==> config.mk <==
export PLATFORM = sky130hd
export DESIGN_NAME = imem_fetch_ctrl
export DESIGN_NICKNAME = d
export VERILOG_FILES = /design/src/rtl/imem_fetch_pkg.sv /design/src/rtl/imem_addr_chk.sv /design/src/rtl/imem_fetch_ctrl.sv
export SDC_FILE = /design/constraint.sdc
export NUM_CORES = 1
export LEC_CHECK = 0
export CAP_MARGIN = 25
export CORE_MARGIN = 2
export CORE_UTILIZATION = 48
export DETAILED_ROUTE_END_ITERATION = 8
export PLACE_DENSITY = 0.79
export SYNTH_ARGS = -nofsm -noshare
export SYNTH_HDL_FRONTEND = slang
export SYNTH_HIERARCHICAL = 1
export SYNTH_SLANG_ARGS = --single-unit
==> constraint.sdc <==
create_clock -name clk -period 3.4 [get_ports clk]
set_clock_uncertainty 0.15 [all_clocks]
set_input_delay 0.85 -clock clk [delete_from_list [all_inputs] [get_ports clk]]
set_output_delay 0.85 -clock clk [all_outputs]
set_load 0.03 [all_outputs]
==> src/rtl/imem_fetch_pkg.sv <==
// -----------------------------------------------------------------------------
// imem_fetch_pkg
// Shared types and constants for the instruction-fetch sequencer and the
// address checker it uses.
//   fetch_state_e        : fetch FSM states
//   fault_cause_e        : encodings reported on fault_cause
//   HALT_SENTINEL        : instruction word that halts fetching
//   DEFAULT_IMEM_BASE_HI : required addr[31:12] of the instruction window
// -----------------------------------------------------------------------------
package imem_fetch_pkg;

  typedef enum logic [2:0] {
    RESET_S = 3'd0,
    REQ_S   = 3'd1,
    WAIT_S  = 3'd2,
    HOLD_S  = 3'd3,
    HALT_S  = 3'd4,
    FAULT_S = 3'd5
  } fetch_state_e;

  typedef enum logic [1:0] {
    CAUSE_NONE     = 2'b00,
    CAUSE_MISALIGN = 2'b01,
    CAUSE_RANGE    = 2'b10,
    CAUSE_TIMEOUT  = 2'b11
  } fault_cause_e;

  localparam logic [31:0] HALT_SENTINEL        = 32'hFFFF_FFFF;
  localparam logic [19:0] DEFAULT_IMEM_BASE_HI = 20'h01000;
  localparam logic [31:0] DEFAULT_RESET_PC     = 32'h0100_0000;
  localparam int unsigned DEFAULT_TIMEOUT      = 8;

endpackage

==> src/rtl/imem_addr_chk.sv <==
// -----------------------------------------------------------------------------
// imem_addr_chk
// Purely combinational legality check of a word fetch address against a
// 4 KiB memory window. Written generically so a data-memory controller can
// reuse it.
// Ports:
//   i_addr          in  32  address to check
//   i_base_hi       in  20  required value of addr[31:12]
//   o_misaligned    out 1   addr[1:0] is not zero
//   o_out_of_range  out 1   addr[31:12] differs from i_base_hi
// -----------------------------------------------------------------------------
module imem_addr_chk
  import imem_fetch_pkg::*;
(
  input  logic [31:0] i_addr,
  input  logic [19:0] i_base_hi,
  output logic        o_misaligned,
  output logic        o_out_of_range
);

  assign o_misaligned   = (i_addr[1:0] != 2'b00);
  assign o_out_of_range = (i_addr[31:12] != i_base_hi);

endmodule

==> src/rtl/imem_fetch_ctrl.sv <==
// -----------------------------------------------------------------------------
// imem_fetch_ctrl
// Instruction-fetch sequencer. Owns the PC, issues fetch strobes to the
// instruction memory, waits for its response and presents each instruction to
// decode on a valid/ready handshake. Handles redirects, the halt sentinel and
// misaligned / out-of-window / timeout faults. Every output is a register.
// Ports:
//   clk, rst_n         clock (rising edge), asynchronous active-low reset
//   i_redirect_valid   branch/jump redirect strobe
//   i_redirect_pc      redirect target
//   o_instrfetch       fetch strobe to IMEM
//   o_addr_imem        fetch address to IMEM (always the current PC)
//   i_instr            IMEM instruction word, valid with i_instrf_update
//   i_instrf_update    IMEM response flag
//   o_if_valid         instruction available to decode
//   i_if_ready         decode accepts
//   o_if_instr         captured instruction
//   o_if_pc            PC of o_if_instr
//   o_halted           sticky, sentinel fetched
//   o_fault            sticky fault flag
//   o_fault_cause      00 none, 01 misaligned, 10 out of range, 11 timeout
//   o_fault_pc         PC that faulted
// -----------------------------------------------------------------------------
module imem_fetch_ctrl
  import imem_fetch_pkg::*;
#(
  parameter logic [31:0] RESET_PC     = DEFAULT_RESET_PC,
  parameter logic [19:0] IMEM_BASE_HI = DEFAULT_IMEM_BASE_HI,
  parameter int unsigned TIMEOUT      = DEFAULT_TIMEOUT
) (
  input  logic        clk,
  input  logic        rst_n,
  input  logic        i_redirect_valid,
  input  logic [31:0] i_redirect_pc,
  output logic        o_instrfetch,
  output logic [31:0] o_addr_imem,
  input  logic [31:0] i_instr,
  input  logic        i_instrf_update,
  output logic        o_if_valid,
  input  logic        i_if_ready,
  output logic [31:0] o_if_instr,
  output logic [31:0] o_if_pc,
  output logic        o_halted,
  output logic        o_fault,
  output logic [1:0]  o_fault_cause,
  output logic [31:0] o_fault_pc
);

  localparam logic [7:0] TIMEOUT_CNT = 8'(TIMEOUT);

  fetch_state_e r_state;
  fetch_state_e w_next_state;
  logic [31:0]  r_pc;
  logic [31:0]  w_next_pc;
  logic [7:0]   r_timer;
  logic [7:0]   w_next_timer;

  // Address legality of the PC currently held, registered alongside it.
  logic         r_misaligned;
  logic         r_out_of_range;
  logic         w_misaligned;
  logic         w_out_of_range;

  logic         w_capture;
  logic         w_halt_set;
  logic         w_fault_set;
  fault_cause_e w_cause;
  logic         w_next_fetch;

  logic         r_instrfetch;
  logic         r_if_valid;
  logic [31:0]  r_if_instr;
  logic [31:0]  r_if_pc;
  logic         r_halted;
  logic         r_fault;
  fault_cause_e r_fault_cause;
  logic [31:0]  r_fault_pc;

  // The checker looks at the PC being loaded, so its verdict is ready as a
  // register in the REQ cycle and the strobe can itself be registered.
  imem_addr_chk u_addr_chk (
    .i_addr         (w_next_pc),
    .i_base_hi      (IMEM_BASE_HI),
    .o_misaligned   (w_misaligned),
    .o_out_of_range (w_out_of_range)
  );

  // Next-state, next-PC, timer and side-effect decode of the fetch FSM.
  always_comb begin
    w_next_state = r_state;
    w_next_pc    = r_pc;
    w_next_timer = r_timer;
    w_capture    = 1'b0;
    w_halt_set   = 1'b0;
    w_fault_set  = 1'b0;
    w_cause      = CAUSE_NONE;
    case (r_state)
      RESET_S: begin
        w_next_state = REQ_S;
      end
      REQ_S: begin
        if (i_redirect_valid) begin
          w_next_pc    = i_redirect_pc;
          w_next_state = REQ_S;
        end else if (r_misaligned) begin
          w_next_state = FAULT_S;
          w_fault_set  = 1'b1;
          w_cause      = CAUSE_MISALIGN;
        end else if (r_out_of_range) begin
          w_next_state = FAULT_S;
          w_fault_set  = 1'b1;
          w_cause      = CAUSE_RANGE;
        end else begin
          w_next_state = WAIT_S;
          w_next_timer = 8'd0;
        end
      end
      WAIT_S: begin
        // A redirect discards any response arriving in the same cycle.
        if (i_redirect_valid) begin
          w_next_pc    = i_redirect_pc;
          w_next_state = REQ_S;
        end else if (i_instrf_update) begin
          if (i_instr == HALT_SENTINEL) begin
            w_next_state = HALT_S;
            w_halt_set   = 1'b1;
          end else begin
            w_next_state = HOLD_S;
            w_capture    = 1'b1;
          end
        end else if ((r_timer + 8'd1) == TIMEOUT_CNT) begin
          w_next_state = FAULT_S;
          w_fault_set  = 1'b1;
          w_cause      = CAUSE_TIMEOUT;
        end else begin
          w_next_timer = r_timer + 8'd1;
        end
      end
      HOLD_S: begin
        // Redirect wins over a simultaneous accept: no pc+4 in that case.
        if (i_redirect_valid) begin
          w_next_pc    = i_redirect_pc;
          w_next_state = REQ_S;
        end else if (i_if_ready) begin
          w_next_pc    = r_pc + 32'd4;
          w_next_state = REQ_S;
        end else begin
          w_next_state = HOLD_S;
        end
      end
      HALT_S: begin
        w_next_state = HALT_S;
      end
      FAULT_S: begin
        w_next_state = FAULT_S;
      end
      default: begin
        w_next_state = RESET_S;
        w_next_pc    = RESET_PC;
      end
    endcase
  end

  // The strobe is high in WAIT and in a REQ whose PC is legal.
  assign w_next_fetch = (w_next_state == WAIT_S) ||
                        ((w_next_state == REQ_S) && !w_misaligned && !w_out_of_range);

  // FSM state, PC, wait timer and registered address verdict.
  always_ff @(posedge clk or negedge rst_n) begin
    if (!rst_n) begin
      r_state        <= RESET_S;
      r_pc           <= RESET_PC;
      r_timer        <= 8'd0;
      r_misaligned   <= 1'b0;
      r_out_of_range <= 1'b0;
    end else begin
      r_state        <= w_next_state;
      r_pc           <= w_next_pc;
      r_timer        <= w_next_timer;
      r_misaligned   <= w_misaligned;
      r_out_of_range <= w_out_of_range;
    end
  end

  // Registered outputs, decoded from the state being entered.
  always_ff @(posedge clk or negedge rst_n) begin
    if (!rst_n) begin
      r_instrfetch  <= 1'b0;
      r_if_valid    <= 1'b0;
      r_if_instr    <= 32'd0;
      r_if_pc       <= 32'd0;
      r_halted      <= 1'b0;
      r_fault       <= 1'b0;
      r_fault_cause <= CAUSE_NONE;
      r_fault_pc    <= 32'd0;
    end else begin
      r_instrfetch <= w_next_fetch;
      r_if_valid   <= (w_next_state == HOLD_S);
      if (w_capture) begin
        r_if_instr <= i_instr;
        r_if_pc    <= r_pc;
      end
      if (w_halt_set) begin
        r_halted <= 1'b1;
      end
      if (w_fault_set) begin
        r_fault       <= 1'b1;
        r_fault_cause <= w_cause;
        r_fault_pc    <= r_pc;
      end
    end
  end

  assign o_instrfetch  = r_instrfetch;
  assign o_addr_imem   = r_pc;
  assign o_if_valid    = r_if_valid;
  assign o_if_instr    = r_if_instr;
  assign o_if_pc       = r_if_pc;
  assign o_halted      = r_halted;
  assign o_fault       = r_fault;
  assign o_fault_cause = r_fault_cause;
  assign o_fault_pc    = r_fault_pc;

endmodule
# After elaboration in Yosys (flattened, before gate mapping)
# Index checks and enable logic that the tools add are counted.
# word_totals
rom_bits	0
register_bits	147
word_cells	91
ram_bits	0
latch_bits	0
out_inout_bits	134
memories	0
# classes
n_shift	0
muxes	43
n_eq_ne	19
bitwise_logic	1
div_mod_pow	0
n_lt_le_gt_ge	0
n_addsub	2
reduce_logical	12
mul	0
# ops
cell	count
$mux W32	3
$pmux W32 S3	1
$mux W8	6
$add A32 B3 Y32 const B	1
$eq A32 B32 Y1 const B	1
$mux W3	7
$ne A20 B13 Y1 const B	1
$pmux W3 S6	1
$mux W2	8
$pmux W8 S2	1
$mux W1	14
$eq A3 B2 Y1 const B	4
$ne A2 B2 Y1 const B	6
$add A8 B1 Y8 const B	1
$eq A8 B4 Y1 const B	1
$reduce_and A7 Y1	1
$eq A3 B1 Y1 const B	2
$eq A3 B3 Y1 const B	2
$pmux W2 S2	1
$reduce_bool A2 Y1	2
$logic_not A3 Y1	1
$ne A3 B3 Y1 const B	1
$reduce_and A3 Y1	1
$reduce_or A3 Y1	1
other kinds (7)	9

# Longest topological paths before layout
# depth
word_depth	10
ltp_mapped	15
depth_no_buf	13

# Cells and area by module
# The synthesis kept the hierarchy.
# modules_own_cells
mod	n_inst	cells_each	seq_area_each_um2	area_each_um2
imem_fetch_ctrl	1	607	3679.8	7023.0
imem_addr_chk	1	28	0.0	222.7

# Worst setup path before layout
# Ideal clock, no wire load.
# synth_path
path_type	input to register
start	input port i_if_ready
end	register r_instrfetch, in the netlist o_instrfetch
path_stages	13
arrival_ns	3.054
n_path_buf	2
slack_ns	0.132
path_cell_list	buf_2 -> nand4_1 -> nor2_1 -> and4_1 -> clkbuf_2 -> a31oi_1 -> o21ai_0 -> o311ai_0 -> xor2_1 -> nor4_1 -> nand3_1 -> nor3_1 -> a31o_2
# synth_between
elab_cells_between_ends	15
classes_between	eq/ne: 3; mux: 6; reduce/logical: 6
# synth_rtl
element	line_no	text
start: declaration	imem_fetch_ctrl.sv:40	input logic i_if_ready,
$mux W32	imem_fetch_ctrl.sv:144	end else if (i_if_ready) begin
$mux W32	imem_fetch_ctrl.sv:141	if (i_redirect_valid) begin
$pmux W32 S3	imem_fetch_ctrl.sv:97	case (r_state)
via w_next_pc[23]	imem_fetch_ctrl.sv:54	logic [31:0] w_next_pc;
$ne A20 B13 Y1	imem_addr_chk.sv:22	assign o_out_of_range = (i_addr[31:12] != i_base_hi);
via w_out_of_range	imem_fetch_ctrl.sv:62	logic w_out_of_range;
$logic_not A1 Y1	imem_fetch_ctrl.sv:166	((w_next_state == REQ_S) && !w_misaligned && !w_out_of_range);
$logic_and A1 B1 Y1	imem_fetch_ctrl.sv:166	
$logic_or A1 B1 Y1	imem_fetch_ctrl.sv:165	assign w_next_fetch = (w_next_state == WAIT_S) ||
via w_next_fetch	imem_fetch_ctrl.sv:68	logic w_next_fetch;
end signal: assignment	imem_fetch_ctrl.sv:197	r_instrfetch <= w_next_fetch;
end: declaration	imem_fetch_ctrl.sv:70	logic r_instrfetch;
# The timed path passes the listed nets, and every way through them passes these cells. The select of a mux whose other input is x is not followed.
# A chain may end at the register's enable or synchronous reset.

# Worst setup path after layout
# Same ends and word-level chain as after synthesis.

==> results.json <==
{
  "io_buffer_count": 202,
  "synth_largest_area_cell": "dfrtp_1",
  "dp.cells": 1063,
  "dpl-instance-area_mm2": 0.00988,
  "route.met3.wl_um": 1900,
  "setup.worst_path.start_class": "primary input",
  "slew_headroom_pct": 45.9,
  "core_mm2": 0.0146,
  "diodes": 0,
  "setup_slack_ns": 0.114,
  "synthAdderAreaFrac_pct": 0.345,
  "netlist_area_mm2": 0.00725,
  "synth_top_family_by_area": "multiplexers",
  "route.vias.total": 6334,
  "layout-drive-gt1-share_pct": 24.2,
  "end_kind": "register",
  "cts_tree": "yes",
  "antenna_found_initial": 0,
  "crit_family": "simple AND/OR/NAND/NOR gates",
  "drc_errors": 0,
  "path_max_fanout": 4,
  "initial_core_util_pct": 49.5,
  "power-per-cell-area_mw_per_mm2": 454,
  "ir_worst_vdd_mv": 0.340,
  "synthFlopType": "dfrtp_1",
  "wl_met2_um": 10500,
  "synth-seq-cells": 147,
  "ys.warnings.count": 6,
  "ant_nets": 0,
  "cpMaxStageDelayCell": "clkdlybuf4s50_1",
  "grt_pass1_vias": 6572,
  "crit_arrival_ns": 3.49,
  "cts-root-buf": "clkbuf_16",
  "wirelength_um": 21600,
  "rsz0062_at_grt": "no",
  "slew_viol_final": 0,
  "critPathKind": "in2reg",
  "dp_slack_ns": -0.449,
  "synth_top_area_share_pct": 50.4,
  "syn_area_per_cell_um2": 11.4,
  "hold_slack_ns": 0.284,
  "clk_latency_ns": 0.42,
  "row_count": 44,
  "clk_pin_slew_ns": 0.06,
  "clock_sinks": 147,
  "finalCritPeriodShare_pct": 96.7,
  "highest_layer": "met4",
  "drv_cap": 0,
  "dieArea_mm2": 0.0161,
  "required_ns": 3.61,
  "cp.buffers_inverters": 1,
  "grt_max_degree": 73,
  "synth_mux_area_share_pct": 16.9,
  "min_period_ns": 3.29,
  "die_x_um": 127,
  "reg2reg_depth": 12,
  "clock_path_buffers": 2,
  "worstMarginPinSlew_ns": 0.807,
  "outcome": "completed",
  "wl_per_cell_um": 19.7,
  "timing.rr.start": "o_addr_imem[17]",
  "io_pins": 203,
  "ys_async_sr_fraction_pct": 100,
  "hpwl_um": 15700,
  "viasPerCell": 5.78,
  "synth_cells": 635,
  "synth_compound_area_share_pct": 12.2,
  "critical_path.cell_chain": "clkdlybuf4s50_1 -> nand4_1 -> nor2_4 -> and4_4 -> nand3_1 -> xor2_1 -> o221ai_2 -> xnor2_1 -> nand4_1 -> nor3_2 -> nand3_2 -> nor3_2 -> a31o_2",
  "fin_cells": 1096,
  "cts_hold_buf": 0,
  "post-route-util_pct": 72.3,
  "wl_met1_um": 8640,
  "grt_pass1_wl_um": 34700,
  "track_usage_pct": 27.6,
  "synth-edff-count": 0,
  "synth_area_leaders": "dfrtp_1, mux2_2, mux2_4",
  "r2r_end": "o_instrfetch",
  "leakagePower_uw": 0.00473,
  "first_iter_violations": 386,
  "areaGrowthSynthToFinish_pct": 46.2,
  "worst_hold_path_type": "in2async",
  "numCtsBuffers": 17,
  "place_congestion": 0.916,
  "final_area_mm2": 0.0106,
  "yosys.area_share.simple_pct": 12.4,
  "finalSetupViolCount": 0,
  "rrSetupSlack_ns": 0.18,
  "dieHeight_um": 127,
  "dr.pass1.iters": 5,
  "overflow": 0,
  "fmaxAchievable_ghz": 0.304,
  "h-tree-depth": 4,
  "finalHoldViolCount": 0,
  "fin_nets": 970,
  "seq_area_frac_synth_pct": 50.8,
  "cpPeakStageDelay_ns": 0.53,
  "ys_types": 64,
  "synth-xor-area-share_pct": 3.51
}
per-stage QoR:
step / TNS, ns / power (uW)
final: 0 / 4810
after global routing: 0 / 4980
after CTS: 0 / 4830
after detailed placement: -1.61 / 2840
after global placement: -0.625 / 2820
after floorplan: 0 / 2380
synthesized netlist by cell type, drive strengths merged (9+ instances only):
| master | instances |
|---|---|
| xnor2 | 16 |
| a31oi | 16 |
| nand3 | 22 |
| and3 | 11 |
| o21ai | 41 |
| dfrtp | 146 |
| nor3 | 13 |
| a32oi | 9 |
| nand4 | 19 |
| clkbuf | 19 |
| nand2 | 51 |
| mux2 | 94 |
| buf | 22 |
| a21oi | 20 |
| inv | 10 |
| xor2 | 13 |
| nor2 | 21 |
repair_timing:
action	4_1_cts	5_1_grt
pin swaps	0	8
hold endpoints to repair	0	0
buffers inserted	0	1
resized for setup	1	20
endpoints found under the setup margin	1	1
worst max-delay path by stage:
stage                from      endpoint  slack (ns)  depth (start not counted)
2_1_floorplan  i_if_ready  o_instrfetch        0.13                         13
3_3_place_gp   i_if_ready  o_instrfetch       -0.34                         12
3_5_place_dp   i_if_ready  o_instrfetch       -0.45                         12
4_1_cts        i_if_ready  o_instrfetch        0.02                         14
5_1_grt        i_if_ready  o_instrfetch       0.006                         14
6_report       i_if_ready  o_instrfetch        0.11                         13
worst register-to-register path, cell delays in order (launching register included):
cell,delay [ns]
dfrtp_1,0.50
and4_1,0.33
and4_1,0.26
and3_1,0.37
and2_1,0.25
xnor2_1,0.08
o21ai_1,0.23
xnor2_1,0.16
nand4_1,0.14
nor3_2,0.22
nand3_2,0.12
nor3_2,0.17
a31o_2,0.17
sequential cells by signal, summed over array words and instances (netlist names):
register,count
o_fault_pc,32
o_if_valid,1
o_if_pc,32
o_instrfetch,1
o_halted,1
r_out_of_range,1
r_state,3
r_timer,8
o_fault,1
o_addr_imem,32
r_misaligned,1
o_fault_cause,2
o_if_instr,32
cells in the final DEF (no fill, tap or decap), types with 6 or more instances in the layout:
master           instances
clkdlybuf4s50_1        201
dfrtp_1                146
mux2_2                  66
buf_4                   61
nand2_1                 51
o21ai_0                 36
mux2_4                  28
nand3_1                 20
conb_1                  20
nor2_1                  19
a21oi_1                 19
nand4_1                 19
clkbuf_16               17
xnor2_1                 16
a31oi_1                 16
xor2_1                  13
and3_1                  11
nor3_1                  11
inv_1                   10
a32oi_1                  9
and2_1                   7
mux2i_1                  6
o211ai_1                 6
kinds of logic after synthesis:
logic type | Yosys count
AOI/OAI and AO/OA | 130
xor gates and xnor gates | 29
adders and majority gates | 2
buffers and inverters | 52
DFF | 147
muxes | 100
other | 2
and+or+nand+nor | 173
report_power, final:
| part | leakage, uW | switching (uW) | internal (uW) |
|---|---|---|---|
| Combinational | 0.00250 | 463 | 408 |
| Clock | 0.000306 | 747 | 1240 |
| Sequential | 0.00193 | 113 | 1850 |
| Total | 0.00473 | 1320 | 3490 |
per-layer routing:
| metal | vias to the layer above | global-route usage [%] |
|---|---|---|
| met2 | 282 | 44.2 |
| met5 | - | 0 |
| li1 | 2865 | - |
| met4 | 0 | 11.2 |
| met3 | 43 | 9.49 |
| met1 | 3144 | 34.2 |
area by class of cell:
| type | count | area, um^2 |
|---|---|---|
| well taps | 184 | 230 |
| flip-flops and latches | 147 | 3680 |
| inverters | 11 | 41.3 |
| clock inverters | 11 | 150 |
| repair buffers | 268 | 2570 |
| clock buffers | 21 | 480 |
| multi-input cells | 454 | 3440 |
| fillers | 996 | 4050 |
Note: power is estimated with default switching activity, not from simulation.
